File: config.mk
export PLATFORM = sky130hd
export DESIGN_NAME = cc_frame_controller
export DESIGN_NICKNAME = d
export VERILOG_FILES = /design/src/rtl/cc_pkg.sv /design/src/rtl/cc_timeout_ctr.sv /design/src/rtl/cc_frame_controller.sv
export SDC_FILE = /design/constraint.sdc
export NUM_CORES = 1
export LEC_CHECK = 0
export CAP_MARGIN = 20
export CORE_MARGIN = 2
export CORE_UTILIZATION = 50
export CTS_CLUSTER_DIAMETER = 30
export CTS_CLUSTER_SIZE = 14
export DETAILED_ROUTE_END_ITERATION = 8
export GPL_TIMING_DRIVEN = 0
export MAX_ROUTING_LAYER = met4
export PLACE_DENSITY = 0.8
export SYNTH_ARGS = -nofsm -noshare
export SYNTH_HDL_FRONTEND = slang
export SYNTH_SLANG_ARGS = --single-unit
File: constraint.sdc
create_clock -name clk -period 4.9 [get_ports clk]
set_input_delay 0.98 -clock clk [delete_from_list [all_inputs] [get_ports clk]]
set_output_delay 0.98 -clock clk [all_outputs]
set_load 0.03 [all_outputs]
File: src/rtl/cc_pkg.sv
// Shared definitions for the CipherCore frame controller.
package cc_pkg;

  typedef enum logic [2:0] {
    ST_IDLE  = 3'd0,
    ST_KEY   = 3'd1,
    ST_DATA  = 3'd2,
    ST_START = 3'd3,
    ST_WAIT  = 3'd4,
    ST_SEND  = 3'd5
  } state_t;

  localparam logic [3:0]  CMD_SYNC        = 4'hC;
  localparam int unsigned CMD_LOADKEY_BIT = 1;
  localparam int unsigned CMD_MODE_BIT    = 0;

  function automatic int unsigned max_u(input int unsigned a, input int unsigned b);
    return (a > b) ? a : b;
  endfunction

endpackage

File: src/rtl/cc_timeout_ctr.sv
// Inter-byte idle counter; expire is high while the count sits at TIMEOUT_CYC-1.
module cc_timeout_ctr #(
  parameter int unsigned TIMEOUT_CYC = 30000
) (
  input  logic clk,
  input  logic rst,
  input  logic clear,
  input  logic enable,
  output logic expire
);

  localparam int unsigned W    = $clog2(TIMEOUT_CYC + 1);
  localparam logic [W-1:0] LAST = W'(TIMEOUT_CYC - 1);

  logic [W-1:0] cnt;

  // Count idle cycles while enabled; any accepted byte or leaving KEY/DATA restarts it.
  always_ff @(posedge clk or posedge rst) begin
    if (rst)                    cnt <= '0;
    else if (clear || !enable)  cnt <= '0;
    else if (cnt != LAST)       cnt <= cnt + 1'b1;
  end

  assign expire = enable && (cnt == LAST);

endmodule

File: src/rtl/cc_frame_controller.sv
// Frame sequencer: parses UART bytes into command/key/data, runs the cipher core,
// and streams the result back to the UART transmitter MSB first.
module cc_frame_controller
  import cc_pkg::*;
#(
  parameter int unsigned KEY_BYTES   = 4,
  parameter int unsigned BLK_BYTES   = 4,
  parameter int unsigned TIMEOUT_CYC = 30000
) (
  input  logic                   clk,
  input  logic                   rst,
  input  logic [7:0]             rx_data,
  input  logic                   rx_valid,
  output logic                   core_start,
  output logic                   core_mode,
  output logic [8*KEY_BYTES-1:0] core_key,
  output logic [8*BLK_BYTES-1:0] core_din,
  input  logic                   core_done,
  input  logic [8*BLK_BYTES-1:0] core_dout,
  output logic [7:0]             tx_data,
  output logic                   tx_valid,
  input  logic                   tx_ready,
  output logic                   busy,
  output logic                   err
);

  localparam int unsigned KW = 8 * KEY_BYTES;
  localparam int unsigned BW = 8 * BLK_BYTES;
  localparam int unsigned CW = $clog2(max_u(KEY_BYTES, BLK_BYTES) + 1);
  localparam logic [CW-1:0] KEY_LAST = CW'(KEY_BYTES - 1);
  localparam logic [CW-1:0] BLK_LAST = CW'(BLK_BYTES - 1);

  state_t        state, state_next;
  logic [CW-1:0] byte_cnt;
  logic [BW-1:0] result;
  logic          cnt_inc, key_shift, din_shift, mode_load, res_load, res_shift;
  logic          err_next, tmo_en, tmo_expire;

  cc_timeout_ctr #(.TIMEOUT_CYC(TIMEOUT_CYC)) u_timeout (
    .clk    (clk),
    .rst    (rst),
    .clear  (rx_valid),
    .enable (tmo_en),
    .expire (tmo_expire)
  );

  // State register.
  always_ff @(posedge clk or posedge rst) begin
    if (rst) state <= ST_IDLE;
    else     state <= state_next;
  end

  // Next-state and datapath control; a byte arriving on the expiry cycle takes priority.
  always_comb begin
    state_next = state;
    cnt_inc    = 1'b0;
    key_shift  = 1'b0;
    din_shift  = 1'b0;
    mode_load  = 1'b0;
    res_load   = 1'b0;
    res_shift  = 1'b0;
    err_next   = 1'b0;
    tmo_en     = 1'b0;
    case (state)
      ST_IDLE: begin
        if (rx_valid) begin
          if (rx_data[7:4] == CMD_SYNC) begin
            mode_load  = 1'b1;
            state_next = rx_data[CMD_LOADKEY_BIT] ? ST_KEY : ST_DATA;
          end else begin
            err_next = 1'b1;
          end
        end
      end
      ST_KEY: begin
        tmo_en = 1'b1;
        if (rx_valid) begin
          key_shift = 1'b1;
          cnt_inc   = 1'b1;
          if (byte_cnt == KEY_LAST) state_next = ST_DATA;
        end else if (tmo_expire) begin
          err_next   = 1'b1;
          state_next = ST_IDLE;
        end
      end
      ST_DATA: begin
        tmo_en = 1'b1;
        if (rx_valid) begin
          din_shift = 1'b1;
          cnt_inc   = 1'b1;
          if (byte_cnt == BLK_LAST) state_next = ST_START;
        end else if (tmo_expire) begin
          err_next   = 1'b1;
          state_next = ST_IDLE;
        end
      end
      ST_START: begin
        err_next   = rx_valid;
        state_next = ST_WAIT;
      end
      ST_WAIT: begin
        err_next = rx_valid;
        if (core_done) begin
          res_load   = 1'b1;
          state_next = ST_SEND;
        end
      end
      ST_SEND: begin
        err_next = rx_valid;
        if (tx_ready) begin
          res_shift = 1'b1;
          cnt_inc   = 1'b1;
          if (byte_cnt == BLK_LAST) state_next = ST_IDLE;
        end
      end
      default: state_next = ST_IDLE;
    endcase
  end

  // Byte counter, shift registers, mode latch and registered error pulse.
  always_ff @(posedge clk or posedge rst) begin
    if (rst) begin
      byte_cnt  <= '0;
      core_key  <= '0;
      core_din  <= '0;
      core_mode <= 1'b0;
      result    <= '0;
      err       <= 1'b0;
    end else begin
      err <= err_next;
      if (state_next != state) byte_cnt <= '0;
      else if (cnt_inc)        byte_cnt <= byte_cnt + 1'b1;
      if (mode_load) core_mode <= rx_data[CMD_MODE_BIT];
      if (key_shift) core_key  <= (core_key << 8) | KW'(rx_data);
      if (din_shift) core_din  <= (core_din << 8) | BW'(rx_data);
      if (res_load)       result <= core_dout;
      else if (res_shift) result <= result << 8;
    end
  end

  assign core_start = (state == ST_START);
  assign busy       = (state != ST_IDLE);
  assign tx_valid   = (state == ST_SEND);
  // The result is shifted toward the MSB byte as bytes are accepted, so the top byte is always next.
  assign tx_data    = tx_valid ? result[BW-1 -: 8] : 8'h00;

endmodule

== Word level (Yosys, flattened, before mapping) ==
Cells that the tools add are included.
Word-level totals
  input port bits: 45
  output and inout bits: 77
  word-level logic and storage cells: 68
  register bits: 119
Cells by class
  $add $sub $neg: 2
  eq/ne operators: 10
  bitwise gates (word level): 2
  muxes and demuxes: 36
  reductions and logical operators: 10
Operators by type and width (number)
  32-bit two-way mux: 2
  32-bit by 8-bit OR with 32-bit output: 2
  3-bit two-way mux: 12
  15-bit two-way mux: 2
  3-bit one-hot mux with 6 select lines: 1
  15-bit by 1-bit adder with 15-bit output (second input constant): 1
  15-bit equality test (second input constant): 1
  1-bit two-way mux: 15
  15-bit inequality test (second input constant): 1
  3-bit by 2-bit equality test with 1-bit output (second input constant): 3
  8-bit two-way mux: 1
  3-bit equality test (second input constant): 2
  2-bit nonzero test: 3
  4-bit equality test (second input constant): 1
  3-bit by 1-bit adder with 3-bit output (second input constant): 1
  3-bit by 1-bit equality test with 1-bit output (second input constant): 1
  3-bit logical NOT: 1
  3-bit inequality test: 1
  1-bit one-hot mux with 3 select lines: 1
  3-bit nonzero test: 1
  3-bit OR reduction: 1
  2-bit two-way mux: 1
  1-bit one-hot mux with 2 select lines: 1
  2-bit OR reduction: 1
  3 further kinds: 3

== Depth between registers and ports, before layout ==
  word-level depth: 9
  gate-level depth with buffers: 8
  depth with buffers taken out: 7

== Modules after synthesis ==
Synthesis repeated with hierarchy kept, for this count alone.
Second synthesis, totals
  cell total of the unflattened synthesis: 425
  area, all modules: 5241.3 µm²
By module, submodules not included
  cc_frame_controller: instances 1, cells each 340, seq. area each 2602.5 µm², area each 4413.0 µm²
  cc_timeout_ctr: instances 1, cells each 85, seq. area each 375.4 µm², area each 828.3 µm²

== Worst setup path before layout ==
Ideal clock, no wire load.
  path type: flip-flop to output port
  from: register state[0]
  to: output tx_data[0]
  setup slack: 2.667 ns
  data arrival time: 1.253 ns
  data required time: 3.920 ns
  stages on the path, launching flop included: 4
  buffers on the path: 2
  cells stage by stage: dfrtp_1 > clkbuf_1 > clkbuf_1 > and3_1
Between the ends
  word-level cells in the longest chain between the ends: 2
Ends and longest elaborated chain
  from (decl): RTL line cc_frame_controller.sv:33  | state_t state, state_next;
  from (signal assigned): RTL line cc_frame_controller.sv:50  | else state <= state_next;
  3-bit equality test: RTL line cc_frame_controller.sv:143  | assign tx_valid = (state == ST_SEND);
  8-bit two-way mux: RTL line cc_frame_controller.sv:145  | assign tx_data = tx_valid ? result[BW-1 -: 8] : 8'h00;
  to (decl): RTL line cc_frame_controller.sv:20  | output logic [7:0] tx_data,
No other way between the ends.

== Final worst setup path ==
  from: register state[0]
  to: output tx_data[6]
The elaborated chain is that of the path after synthesis.

==> results_dict.tcl <==
set metrics [dict create \
    placed_cells 669 \
    ys_seq_elements 119 \
    cts_buffer_depth 2 \
    slew_violations 0 \
    fillerInstances 741 \
    p_total_mw 4.79 \
    dp_hpwl_microns 8140 \
    switching_power_mw 1.73 \
    drc 0 \
    fmax_mhz 282 \
    power_frac_clock_pct 25.4 \
    antenna_left 0 \
    tritoncts "done" \
    hp-class "flip-flop to flip-flop" \
    synth_adder_area_share_pct 0.728 \
    hold_slack_ns 0.475 \
    slew_headroom_pct 67.7 \
    fin_nets 600 \
    clock_sinks 119 \
    grt_pass1_vias 3893 \
    synthXorXnorAreaFrac_pct 2.21 \
    cts_hold_buf 0 \
    rsz0062_at_grt "no" \
    use_met1_pct 28.0 \
    outcome "completed" \
    cts_setup_buffers 0 \
    yosys.area_share.simple_pct 10.7 \
    gr-max-usage-layer "met2" \
    max-vdd-ir-drop_mv 0.440 \
    routabilityCongestion 0.824 \
    syn-num-nets 460 \
    synth.area.mux_share_pct 19.5 \
    p_seq_share_pct 34.3 \
    met2_usage_pct 36.9 \
    p_leak_nw 3.05 \
    syn_area_sq_mm 0.00516 \
    detail_route.wl_per_cell_microns 16.7 \
    ys_async_sr_fraction_pct 100 \
    die_x_microns 106 \
    worstPathRequired_ns 3.92 \
    crit_path_end_kind "output pin" \
    fin_util_pct 70.1 \
    avgSynthCellArea_sq_um 12.5 \
    antenna_cells 0 \
    num_io_pins 122 \
    ys_types 47 \
    clkTransAtPathRegs_ns 0.06 \
    grt_pass1_wl_microns 19500 \
    ys_seq_area_share_pct 57.7 \
    fin_ws_ns 1.36 \
    hold_viol 0 \
    drv_cap 0 \
    ys_warn_count 0 \
    worst_ep_arrival_time_ns 2.56 \
    drt-pass1-iter-count 4 \
    die_y_microns 106 \
    post-place-ws_ns 1.93 \
    design.die.area_sq_mm 0.0111 \
    grt_usage_pct 22.9 \
    io_buffers 120 \
    numCtsBuffers 17 \
    drive_above_1_share_pct 21.1 \
    fin_skew_ns 0.00812 \
    synth_edf_count 0 \
    synth_area_leaders "dfrtp_1 (58%), mux2_2 (14%), mux2i_1 (5.0%), o21ai_0 (2.5%), nand2_1 (2.5%)" \
    synth_most_common_cell "dfrtp_1" \
    drt_iter0_markers 124 \
    rows 37 \
    start_util_pct 50.7 \
    seq_area_sq_mm 0.00298 \
    sw_frac_of_total_pct 36.1 \
    num_vias 3713 \
    yosys-top-cells-count "dfrtp_1 (119), mux2_2 (65), nand2_1 (34)" \
    clock_latency_ns 0.51 \
    grt-ovfl-total 0 \
    period_share_pct 72.3 \
    p_int_mw 3.06 \
    wirelength_microns 11700 \
    cp-start-kind "flip-flop" \
    multiInputGateArea_sq_mm 0.00205 \
    worst_pin_slew_ns 0.483 \
    grt_max_degree 77 \
    synth_top_family_by_area "multiplexers" \
    min_period_ns 3.54 \
    syn_inst 412 \
    antenna_found_initial 0 \
    clockRootBuffer "clkbuf_8" \
    grtUsageMet3_pct 5.13 \
    p_per_area_mw_per_mm2 670 \
    synth_top_area_share_pct 57.7 \
    cts_htree_levels 4 \
    path_class "flip-flop to output pin" \
    worstPathMaxFanout 10 \
    cts_resized 0 \
    synth-main-ff-cell "dfrtp_1" \
    p_comb_share_pct 40.3 \
    synth_compound_area_share_pct 6.67 \
    yosysTopAreaCell "dfrtp_1" \
    syn_to_final_growth_pct 38.4 \
    fp.coreArea_sq_mm 0.0102 \
    finalSetupViolCount 0 \
    vias_per_cell 5.30 \
    final_cells 700 \
]
[layout by cell type, fill, tap and decap left out, types with 12 or more instances in the layout]
| cell | count |
|---|---|
| clkdlybuf4s50_1 | 120 |
| dfrtp_1 | 119 |
| mux2_2 | 65 |
| nand2_1 | 34 |
| mux2i_1 | 26 |
| o21ai_0 | 26 |
| nor2_1 | 20 |
| buf_2 | 16 |
| clkbuf_16 | 16 |
| and3_1 | 12 |
[metal layers]
| layer | routed length, microns | vias to the layer above | part of all wire [%] |
|---|---|---|---|
| met5 | 0 | - | 0 |
| met4 | 299 | 0 | 2.6 |
| met3 | 455 | 25 | 3.9 |
| met2 | 5880 | 94 | 50 |
| met1 | 5070 | 1849 | 43 |
| li1 | - | 1745 | - |
[area by class of cell]
class                   instances  area share (%)
flip-flops and latches        119            41.7
multi-input cells             267            28.7
repair buffers                121            17.2
clock buffers                  22            6.34
well taps                     136            2.38
clock inverters                 9            1.75
plain buffers                  24            1.70
inverters                       2           0.175
[cells by family after synthesis]
group,count (synthesis)
DFF,119
and+or+nand+nor,104
buffers and inverters,26
AOI/OAI and AO/OA,55
adders and majority gates,3
xor gates and xnor gates,13
muxes,92
[registers in the layout, summed over array words and instances, names as in the netlist]
signal	flops
core_din	32
byte_cnt	3
state	3
err	1
u_timeout.cnt	15
core_key	32
result	32
core_mode	1
[critical path, cell delays in order (launching register included)]
cell and delay (ns):
dfrtp_1 0.46, clkbuf_1 0.34, clkbuf_1 0.32, and3_1 0.26, clkdlybuf4s50_1 0.68
[path summary, 6_finish.rpt]
path                       startpoint      endpoint  slack (ns)  depth (start not counted)
max in group asynchronous         rst   core_key[7]        3.34                          3
max                          state[0]    tx_data[6]        1.36                          4
max reg2reg                  state[1]   byte_cnt[2]        2.84                          6
min reg2reg                result[26]    result[26]        0.47                          2
min in group asynchronous         rst  core_din[25]        0.87                          2
min                        result[26]    result[26]        0.47                          2
[power groups by stage]
stage | logic [mW] | registers, mW | clock network [mW]
after floorplan | 0.636 | 2.13 | 0
after global placement | 1.89 | 1.63 | 0
after detailed placement | 1.93 | 1.65 | 0
after CTS | 1.95 | 1.64 | 1.24
after global routing | 2.04 | 1.70 | 1.29
final | 1.93 | 1.64 | 1.22
[through the flow]
stage	instance area (sq um)	setup TNS, ns
floorplan	5160	0
global placement	6530	-93.60
detailed placement	6560	0
CTS	7140	0
global route	7140	0
finish	7140	0
Note: power is estimated with default switching activity, not from simulation.
